File: src/rtl/fetch_ctrl_pkg.sv
// Shared fetch-stage types: IF/ID word, fetch FSM encoding, default constants.
package fetch_ctrl_pkg;
  typedef logic [15:0] word_t;
  typedef logic [1:0]  fstate_t;

  localparam fstate_t FETCH  = 2'd0;
  localparam fstate_t WAIT   = 2'd1;
  localparam fstate_t DRAIN  = 2'd2;
  localparam fstate_t HALTED = 2'd3;

  localparam word_t NOP_WORD = 16'h0800;
  localparam word_t PC_STEP  = 16'h0002;

  // Fetch-side view of the IF/ID latch inputs.
  typedef struct packed {
    word_t instr;
    word_t next_pc1;
    logic  en;
    logic  stall;
  } ifid_t;
endpackage

File: src/rtl/fetch_ctrl_if.sv
// Instruction memory request/response bus between fetch and imem.
interface fetch_ctrl_if;
  import fetch_ctrl_pkg::*;
  word_t mem_addr;
  logic  mem_rd;
  word_t mem_data;
  logic  mem_done;
  logic  mem_stall;

  modport master (output mem_addr, mem_rd, input mem_data, mem_done, mem_stall);
  modport slave  (input mem_addr, mem_rd, output mem_data, mem_done, mem_stall);
endinterface

File: src/rtl/fetch_buf.sv
// One-entry holding register for a word fetched while decode is stalled.
module fetch_buf
  import fetch_ctrl_pkg::*;
(
  input  logic  clk,
  input  logic  rst,
  input  logic  load,
  input  logic  clr,
  input  word_t d,
  output word_t q,
  output logic  valid
);
  always_ff @(posedge clk) begin
    if (rst) begin
      valid <= 1'b0;
      q     <= '0;
    end else if (load) begin
      valid <= 1'b1;
      q     <= d;
    end else if (clr) begin
      valid <= 1'b0;
    end
  end
endmodule

File: src/rtl/fetch_ctrl.sv
// Fetch controller: owns PC, issues single-outstanding imem reads, feeds IF/ID.
module fetch_ctrl
  import fetch_ctrl_pkg::*;
#(
  parameter word_t RESET_PC  = 16'h0000,
  parameter word_t NOP_INSTR = NOP_WORD,
  parameter word_t PC_INC    = PC_STEP
)(
  input  logic         clk,
  input  logic         rst,
  input  logic         stall_in,
  input  logic         redirect,
  input  word_t        redirect_pc,
  input  logic         halt,
  fetch_ctrl_if.master mem,
  output word_t        pc,
  output word_t        instruction,
  output word_t        next_pc1,
  output logic         ifid_en,
  output logic         fetch_stall
);
  fstate_t state, state_nx;
  word_t   pc_nx, tgt, tgt_nx, word, buf_q;
  logic    hpend, hpend_nx;
  logic    buf_vld, buf_load, buf_clr;
  logic    issue, from_buf, have_word, pending;
  ifid_t   ifid;

  fetch_buf u_buf (
    .clk   (clk),
    .rst   (rst),
    .load  (buf_load),
    .clr   (buf_clr),
    .d     (mem.mem_data),
    .q     (buf_q),
    .valid (buf_vld)
  );

  assign issue     = (state == FETCH) && !buf_vld;
  assign from_buf  = (state == FETCH) && buf_vld;
  assign have_word = from_buf || ((issue || state == WAIT) && mem.mem_done);
  assign word      = from_buf ? buf_q : mem.mem_data;
  // An access that will still be outstanding after this edge.
  assign pending   = (issue && mem.mem_stall && !mem.mem_done) ||
                     ((state == WAIT || state == DRAIN) && !mem.mem_done);

  assign mem.mem_rd   = issue && !rst;
  assign mem.mem_addr = pc;

  always_comb begin
    state_nx = state;
    pc_nx    = pc;
    tgt_nx   = tgt;
    hpend_nx = hpend;
    buf_load = 1'b0;
    buf_clr  = 1'b0;
    ifid     = '{instr: NOP_INSTR, next_pc1: pc + PC_INC, en: 1'b1, stall: 1'b1};
    if (rst || state == HALTED) begin
      // bubble only; HALTED is left solely through reset
    end else if (redirect) begin
      buf_clr  = 1'b1;
      hpend_nx = 1'b0;
      if (pending) begin
        state_nx = DRAIN;
        tgt_nx   = redirect_pc;
      end else begin
        state_nx = FETCH;
        pc_nx    = redirect_pc;
      end
    end else if (halt) begin
      buf_clr  = 1'b1;
      state_nx = pending ? DRAIN : HALTED;
      if (pending) hpend_nx = 1'b1;
    end else if (state == DRAIN) begin
      if (mem.mem_done) begin
        if (hpend) begin
          state_nx = HALTED;
        end else begin
          state_nx = FETCH;
          pc_nx    = tgt;
        end
      end
    end else if (have_word) begin
      state_nx = FETCH;
      if (stall_in) begin
        ifid.en = 1'b0;
        if (!from_buf) buf_load = 1'b1;
      end else begin
        ifid.instr = word;
        ifid.stall = 1'b0;
        pc_nx      = pc + PC_INC;
        buf_clr    = from_buf;
      end
    end else begin
      if (issue && mem.mem_stall) state_nx = WAIT;
      if (stall_in) ifid.en = 1'b0;
    end
  end

  always_ff @(posedge clk) begin
    if (rst) begin
      state <= FETCH;
      pc    <= RESET_PC;
      tgt   <= RESET_PC;
      hpend <= 1'b0;
    end else begin
      state <= state_nx;
      pc    <= pc_nx;
      tgt   <= tgt_nx;
      hpend <= hpend_nx;
    end
  end

  assign instruction = ifid.instr;
  assign next_pc1    = ifid.next_pc1;
  assign ifid_en     = ifid.en;
  assign fetch_stall = ifid.stall;
endmodule
File: src/flat_wrapper.sv
// flat-port wrapper written by rule: the top's interface ports become plain ports
module fetch_ctrl_flat import fetch_ctrl_pkg::*;
#(
  parameter word_t RESET_PC  = 16'h0000,
  parameter word_t NOP_INSTR = NOP_WORD,
  parameter word_t PC_INC    = PC_STEP
)
  (clk, rst, stall_in, redirect, redirect_pc, halt, pc, instruction, next_pc1, ifid_en, fetch_stall, mem_mem_addr, mem_mem_rd, mem_mem_data, mem_mem_done, mem_mem_stall);
  fetch_ctrl_if mem_i ();
  input  logic clk;
  input  logic rst;
  input  logic stall_in;
  input  logic redirect;
  input  word_t redirect_pc;
  input  logic halt;
  output word_t pc;
  output word_t instruction;
  output word_t next_pc1;
  output logic ifid_en;
  output logic fetch_stall;
  output wire logic [$bits(mem_i.mem_addr)-1:0] mem_mem_addr;
  output wire logic [$bits(mem_i.mem_rd)-1:0] mem_mem_rd;
  input wire logic [$bits(mem_i.mem_data)-1:0] mem_mem_data;
  input wire logic [$bits(mem_i.mem_done)-1:0] mem_mem_done;
  input wire logic [$bits(mem_i.mem_stall)-1:0] mem_mem_stall;
  assign mem_mem_addr = mem_i.mem_addr;
  assign mem_mem_rd = mem_i.mem_rd;
  assign mem_i.mem_data = mem_mem_data;
  assign mem_i.mem_done = mem_mem_done;
  assign mem_i.mem_stall = mem_mem_stall;
  fetch_ctrl #(.RESET_PC(RESET_PC), .NOP_INSTR(NOP_INSTR), .PC_INC(PC_INC)) u_core (.clk(clk), .rst(rst), .stall_in(stall_in), .redirect(redirect), .redirect_pc(redirect_pc), .halt(halt), .mem(mem_i), .pc(pc), .instruction(instruction), .next_pc1(next_pc1), .ifid_en(ifid_en), .fetch_stall(fetch_stall));
endmodule
File: config.mk
export PLATFORM = sky130hd
export DESIGN_NAME = fetch_ctrl_flat
export DESIGN_NICKNAME = d
export VERILOG_FILES = /design/src/rtl/fetch_ctrl_pkg.sv /design/src/rtl/fetch_ctrl_if.sv /design/src/rtl/fetch_buf.sv /design/src/rtl/fetch_ctrl.sv /design/src/flat_wrapper.sv
export SDC_FILE = /design/constraint.sdc
export NUM_CORES = 1
export LEC_CHECK = 0
export CORE_MARGIN = 2
export CORE_UTILIZATION = 43
export CTS_CLUSTER_DIAMETER = 60
export DETAILED_ROUTE_END_ITERATION = 6
export HOLD_SLACK_MARGIN = 0.12
export PLACE_DENSITY = 0.73
export SYNTH_ARGS = -nofsm -noshare
export SYNTH_HDL_FRONTEND = slang
export SYNTH_SLANG_ARGS = --single-unit
File: constraint.sdc
create_clock -name clk -period 3.29 [get_ports clk]
set_input_delay 0.329 -clock clk [delete_from_list [all_inputs] [get_ports clk]]
set_output_delay 0.329 -clock clk [all_outputs]
set_load 0.02 [all_outputs]
==> key figures, run 1 <==
Worst setup path
  • Crit path launch: u_core.mem.mem_addr[1]$_SDFFE_PP0P_
  • CP endpoint kind: primary output
  • WP data required: 2.96 ns
  • Crit path kind: flip-flop to primary output
  • Worst r2r dst: u_core.tgt[14]$_SDFFE_PP0P_
  • CP Launch Type: flip-flop
  • R2R Setup Slk: 0.80 ns
  • R2R depth: 7
  • Crit path DAT: 2.72 ns
  • Reg2reg start: u_core.state[1]$_SDFFE_PP0P_
  • CP max FO: 7

Detailed routing
  • Total Wirelength: 8.644 mm
  • Met2 Wirelength: 4.035 mm
  • Highest metal used: met4
  • Wire length per cell: approximately 15 um
  • Drt drc: 0
  • Wire length on met1: 3.911 mm
  • 1st-pass router iterations: 4
  • Metal3 WL: 568 um
  • Via count: 3120
  • ANT nets after route: 0
  • Initial DRC count: ~160
  • Via-to-Cell Ratio: between 5 and 6

Layout
  • # fillers: 665
  • Fraction of layout cells with a size suffix above 1: roughly 7%
  • Nets: 523
  • Fin cells: 579
  • # diodes: 0
  • Design Area, Final: around 4300 um^2
  • Area delta synth->final: 34.58%

Timing
  • Setup TNS: 0 ns
  • Clock skew: 0.01243 ns
  • Unrepaired setup endpoints after global routing: false
  • Final Cycle Share: 92.59%
  • Rel. slew slack: 46.62%
  • Final Setup Violations: 0
  • Setup ws final: 0.2437 ns
  • Min cycle time layout: around 3 ns
  • Slew of the pin with the lowest slew margin: 0.7988 ns
  • Fmax: 328.3 MHz
  • Final Hold Violating Endpoints: 0
  • Max-slew violation count: 0

Worst hold path
  • Hold Startpoint: u_core.u_buf.q[5]$_SDFFE_PP0P_
  • Worst Hold End: u_core.u_buf.q[5]$_SDFFE_PP0P_
  • Hold Path Depth: 2
  • Worst hold-check path type: flip-flop to flip-flop

Synth
  • Ys async rst share: 0%
  • Main synth FF type: dfxtp_1
  • Post-synth top area cell: dfxtp_1
  • Post-synth EDFFs: 0
  • Synth area leaders: dfxtp_1 (33%), mux2i_1 (11%), nand2_1 (6.9%)
  • Most common cell in the netlist: nand2_1
  • Mapped Area: 3188 um^2
  • Avg Inst Size Synth: 7.990 um^2
  • Share of the yosys chip area belonging to registers: 32.65%
  • Synth top cells by count: nand2_1 (59), dfxtp_1 (52), nor2_1 (49), mux2i_1 (36), a21oi_1 (34)
  • Top cell type's share of synthesized area: 32.65%
  • FF+latch count, synth: 52
  • Yosys warns: 0
  • Synth Net Count: 443
  • Mapped Cells: roughly 400
  • Synth unique cells: 57

Die
  • FP Rows: 31
  • DIE WIDTH: around 90 um
  • IO Pins: between 100 and 150
  • DIE HEIGHT: around 90 um
  • Starting Density: 44.19%
  • Die area: 8119 um^2
  • Core footprint: 7214 um^2

CTS
  • Clock Root Buffer: clkbuf_8
  • Number of setup buffers added after CTS: 0
  • Hold-fix buffers at CTS: 0
  • Reg clk slew, reported paths: 0.09 ns
  • PostCTS Resize Cnt: 0
  • H-tree levels: 2
  • Clk Latency, worst-skew pair: roughly 0.32 ns
  • Num CTS Buffers: 5
  • CTS tree: built
  • Clock Path Buffers: 2
  • Num Clock Sinks: 52

Placement
  • GPL Wtd Cong: 0.8392
  • Dpl hpwl: 6.270 mm
  • Pre-CTS worst setup slack: 0.5607 ns
  • Placed Area: 4179 um^2
  • Dpl cells: 571
  • Port Buffer Count: 105

Pwr
  • Total power: 1.575 mW
  • Static leakage: around 1.6 nW
  • PwrDens: 367.1 nW/um^2
  • Peak supply drop: 0.1576 mV

Global route
  • Largest net degree at the start of global routing: 47
  • GRT overflow: 0
  • Global-route wire length before repair: 14.41 mm
  • Vias in the first global route: 2975
  • Initial antenna violation count: 0
  • GRT Total Usage: 21.05%

Outcome
  • Status: finished clean

Flow run
  • Max-Cap Viols: 0
==> report_power, final <==
group	internal, mW	switching [mW]	total (mW)
Combinational	0.204	0.227	0.431
Clock	0.230	0.223	0.453
Sequential	0.656	0.0358	0.691
==> cells by family (layout without fill, tap and decap cells) <==
group / count (synthesis) / after routing / share of synthesized area, %
buf+inv: 57 / 138 / 10.16
flops: 52 / 52 / 32.65
fa+ha+maj: 5 / 5 / 1.962
compound gates: 90 / 90 / 18.01
mux: 36 / 36 / 11.30
simple gates: 147 / 147 / 22.61
xor+xnor: 12 / 12 / 3.297
==> metrics by stage <==
step / utilization, % / hold WS, ns
finish: 59.47 / 0.5058
global route: 59.47 / 0.5279
CTS: 59.47 / 0.5104
detailed placement: 57.93 / 0.4840
global placement: 57.93 / 0.4719
floorplan: - / 0.4602
==> final cells by class <==
type                            count  area [um^2]  area share (%)
Clock inverter                      2        38.79          0.9041
Clock buffer                        6        72.57           1.691
Inverter                           15        56.30           1.312
Sequential cell                    52         1041           24.26
Multi-Input combinational cell    290         1832           42.69
Timing Repair Buffer              115         1126           26.25
Tap cell                           99        123.9           2.887
==> worst max-delay path, stage by stage (launching register included) <==
cell,delay [ns]
dfxtp_1,0.47
ha_1,0.26
nand3_2,0.21
nor4_1,0.66
xor2_1,0.19
clkdlybuf4s50_1,0.62
==> placed cells by master, fill, tap and decap left out, types with 2 or more instances in the layout <==
master	count
buf_4	10
nor2b_1	2
a211oi_1	6
a221oi_1	6
a31o_2	4
nor4_2	2
nand3_1	5
nand3b_1	2
nor3b_1	3
nor2_1	49
inv_1	14
a31oi_1	4
ha_1	5
mux2i_1	36
o311ai_0	2
nand4_1	2
a311oi_1	4
dfxtp_1	52
nor3_1	4
o211ai_1	3
o21ai_0	17
a21oi_1	34
xnor2_1	5
nor4_1	2
clkbuf_8	5
clkdlybuf4s50_1	105
nand3_2	3
xor2_1	7
nand2_1	59
==> how the worst max path moves through the flow <==
| stage | endpoint | slack (ns) | cells after the start |
|---|---|---|---|
| finish | next_pc1[15] | 0.24 | 5 |
| global route | next_pc1[15] | 0.05 | 5 |
| CTS | next_pc1[15] | 0.22 | 5 |
| detailed placement | instruction[6] | 0.56 | 7 |
| global placement | instruction[14] | 0.54 | 7 |
| floorplan | instruction[10] | 1.04 | 7 |
==> registers in the layout, indices dropped and copies added, names as in the netlist <==
name                 flops
u_core.tgt              16
u_core.u_buf.valid       1
u_core.hpend             1
u_core.u_buf.q          16
u_core.mem.mem_addr     16
u_core.state             2
==> layer usage <==
metal | track usage [%] | vias to the layer above
met1 | 27.35 | 1462
met2 | 34.21 | 111
li1 | - | 1536
met3 | 5.281 | 11
met4 | 6.923 | 0
met5 | 0 | -
Note: power is estimated with default switching activity, not from simulation.
==> inputs of run 2 (changes only) <==
==> constraint.sdc (replaced) <==
create_clock -name clk -period 3.4 [get_ports clk]
set_input_delay 0.34 -clock clk [delete_from_list [all_inputs] [get_ports clk]]
set_output_delay 0.34 -clock clk [all_outputs]
set_load 0.02 [all_outputs]
==> run 2 against run 1 <==
Routed wire length shrank 2.9%. Largest cell class unchanged. Final cell count is the same. Core utilization grew 0.14 points. Critical path type unchanged. Critical path depth is the same. Final area grew 0.23%. Clock power is essentially flat. Die area is the same. First-iteration DRC count shrank 37%.
==> key figures, run 2 (same netlist as run 1, synthesis figures left out) <==
Worst hold path
  • Hold Path Depth: 2 (unchanged)
  • Worst hold-check path type: flip-flop to flip-flop (unchanged)
  • Hold Startpoint: u_core.tgt[4]$_SDFFE_PP0P_ (was u_core.u_buf.q[5]$_SDFFE_PP0P_)
  • Worst Hold End: u_core.tgt[4]$_SDFFE_PP0P_ (was u_core.u_buf.q[5]$_SDFFE_PP0P_)

Layout
  • Fraction of layout cells with a size suffix above 1: 7.083% (was 6.875%)
  • Most common cell after layout, fill and taps aside: clkdlybuf4s50_1 (unchanged)
  • Area delta synth->final: 34.89% (was 34.58%)
  • Commonest non-fill, non-tap cells in the layout: clkdlybuf4s50_1 (105), nand2_1 (59), dfxtp_1 (52) (unchanged)
  • Design Area, Final: 4300 um^2 (was 4290 um^2)
  • # fillers: 662 (was 665)
  • Nets: 523 (unchanged)
  • # diodes: 0 (unchanged)

Global route
  • GRT overflow: 0 (unchanged)
  • GRT Total Usage: 20.47% (was 21.05%)
  • Largest net degree at the start of global routing: 47 (unchanged)
  • Vias in the first global route: 3026 (was 2975)
  • Initial antenna violation count: 0 (unchanged)
  • Global-route wire length before repair: 14.30 mm (was 14.41 mm)

Worst setup path
  • Reg2reg start: u_core.state[0]$_SDFFE_PP0P_ (was u_core.state[1]$_SDFFE_PP0P_)
  • Delay of the slowest cell on the worst path: 0.69 ns (was 0.66 ns)
  • CP endpoint kind: primary output (unchanged)
  • CP Launch Type: flip-flop (unchanged)
  • R2R Setup Slk: 1.02 ns (was 0.80 ns)
  • Worst path slowest cell: nor4_1 (unchanged)
  • Crit path DAT: 2.72 ns (about the same)
  • Crit path kind: flip-flop to primary output (unchanged)
  • WP data required: 3.06 ns (was 2.96 ns)
  • CP max FO: 7 (unchanged)
  • R2R depth: 7 (unchanged)
  • Critical path, cell by cell: ha_1 -> nand3_2 -> nor4_1 -> xor2_1 -> clkdlybuf4s50_1 (unchanged)
  • Worst r2r dst: u_core.tgt[7]$_SDFFE_PP0P_ (was u_core.tgt[14]$_SDFFE_PP0P_)

Detailed routing
  • Initial DRC count: 102 (was 162)
  • Drt drc: 0 (unchanged)
  • Via count: 3092 (was 3120)
  • Via-to-Cell Ratio: 5.340 (was 5.389)
  • ANT nets after route: 0 (unchanged)
  • 1st-pass router iterations: 4 (unchanged)
  • Total Wirelength: 8.392 mm (was 8.644 mm)
  • Wire length per cell: 14.49 um (was 14.93 um)

CTS
  • Clock Path Buffers: 2 (unchanged)
  • Clock Root Buffer: clkbuf_8 (unchanged)
  • Hold-fix buffers at CTS: 0 (unchanged)
  • Num CTS Buffers: 5 (unchanged)
  • Reg clk slew, reported paths: 0.10 ns (was 0.09 ns)
  • PostCTS Resize Cnt: 0 (unchanged)
  • Number of setup buffers added after CTS: 0 (unchanged)
  • Clk Latency, worst-skew pair: 0.31 ns (was 0.32 ns)
  • H-tree levels: 2 (unchanged)
  • Num Clock Sinks: 52 (unchanged)
  • CTS tree: built (unchanged)

Timing
  • Final Cycle Share: about nine tenths
  • Setup ws final: 0.3365 ns (was 0.2437 ns)
  • Min cycle time layout: 3.064 ns
  • Unrepaired setup endpoints after global routing: false (unchanged)
  • Max-slew violation count: 0 (unchanged)
  • Fmax: 326.4 MHz
  • Slew of the pin with the lowest slew margin: 0.7900 ns (was 0.7988 ns)
  • Hold_ws: 0.5018 ns (was 0.5058 ns)
  • Final Hold Violating Endpoints: 0 (unchanged)
  • Final Setup Violations: 0 (unchanged)
  • Setup TNS: 0 ns (unchanged)
  • Rel. slew slack: 47.21% (was 46.62%)
  • Clock skew: 0.008297 ns (was 0.01243 ns)

Placement
  • Dpl hpwl: 6.110 mm (was 6.270 mm)
  • GPL Wtd Cong: 0.8433 (was 0.8392)
  • Placed Area: 4179 um^2 (unchanged)
  • Pre-CTS worst setup slack: 0.6348 ns (was 0.5607 ns)
  • Port Buffer Count: 105 (unchanged)

Die
  • Starting Density: 44.19% (unchanged)
  • IO Pins: 106 (unchanged)
  • DIE WIDTH: 90.11 um (unchanged)
  • DIE HEIGHT: 90.11 um (unchanged)
  • FP Rows: 31 (unchanged)
  • Core footprint: 7214 um^2 (unchanged)
  • Die area: 8119 um^2 (unchanged)

Pwr
  • Total power: 1.535 mW (was 1.575 mW)
  • Static leakage: 1.614 nW (was 1.609 nW)
  • Peak supply drop: 0.1854 mV (was 0.1576 mV)
  • PwrDens: 357.0 nW/um^2 (was 367.1 nW/um^2)

Outcome
  • Status: finished clean (unchanged)

Flow run
  • Max-Cap Viols: 0 (unchanged)
## run 2: report_power, final
group | switching [mW] | internal, mW | leakage [nW]
combinational | 0.217 | 0.197 | 1.13
clock | 0.211 | 0.241 | 0.0614
sequential | 0.0345 | 0.634 | 0.422
## run 2: area by class of cell
type                       instances  area, um^2  share of cell area, %
inverter                          15       56.30                  1.309
clock buffer                       6       82.58                  1.920
timing repair buffer             115        1126                  26.19
tap                               99       123.9                  2.880
multi-input combinational        290        1832                  42.60
sequential                        52        1041                  24.21
clock inverter                     2       38.79                 0.9020
## run 2: routing by layer
metal	wire length, um	global-route usage (%)	vias up	share of wire, %
met5	0	0	-	0
met4	36	5.128	0	0.43
met3	593	4.862	4	7.1
met2	3969	34.52	115	47
met1	3793	26.36	1436	45
li1	-	-	1537	-
## run 2: worst max-delay path: cells and delay by family (launching register included)
kind | cells | cell delay (ns)
adder cells (fa/ha/maj) | 1 | 0.24
buffers and inverters | 1 | 0.61
AND/OR/NAND/NOR | 2 | 0.90
XOR/XNOR | 1 | 0.19
flip-flops | 1 | 0.47
## run 2: how the worst max path moves through the flow
stage,from,endpoint,slack (ns),cells past startpoint
2_1_floorplan,u_core.state[0]$_SDFFE_PP0P_,instruction[10],1.13,7
3_3_place_gp,mem_mem_done,instruction[5],0.63,7
3_5_place_dp,rst,u_core.tgt[3]$_SDFFE_PP0P_,0.63,6
4_1_cts,u_core.mem.mem_addr[1]$_SDFFE_PP0P_,next_pc1[15],0.32,5
5_1_grt,u_core.mem.mem_addr[1]$_SDFFE_PP0P_,next_pc1[15],0.11,5
6_report,u_core.mem.mem_addr[1]$_SDFFE_PP0P_,next_pc1[15],0.34,5
## run 2: per-stage QoR
stage	cells	util [%]
6_report	579	59.61
3_5_place_dp	571	57.93
2_1_floorplan	399	-
4_1_cts	579	59.61
3_3_place_gp	571	57.93
5_1_grt	579	59.61
==> inputs of run 3 (changes only) <==
--- a/config.mk
+++ b/config.mk
@@ -5,6 +5,7 @@
 export SDC_FILE = /design/constraint.sdc
 export NUM_CORES = 1
 export LEC_CHECK = 0
+export ABC_CLOCK_PERIOD_IN_PS = 3400
 export CORE_MARGIN = 2
 export CORE_UTILIZATION = 43
 export CTS_CLUSTER_DIAMETER = 60
==> results of run 3 <==
No change in the layout: final DEF, timing and power equal those of run 2.
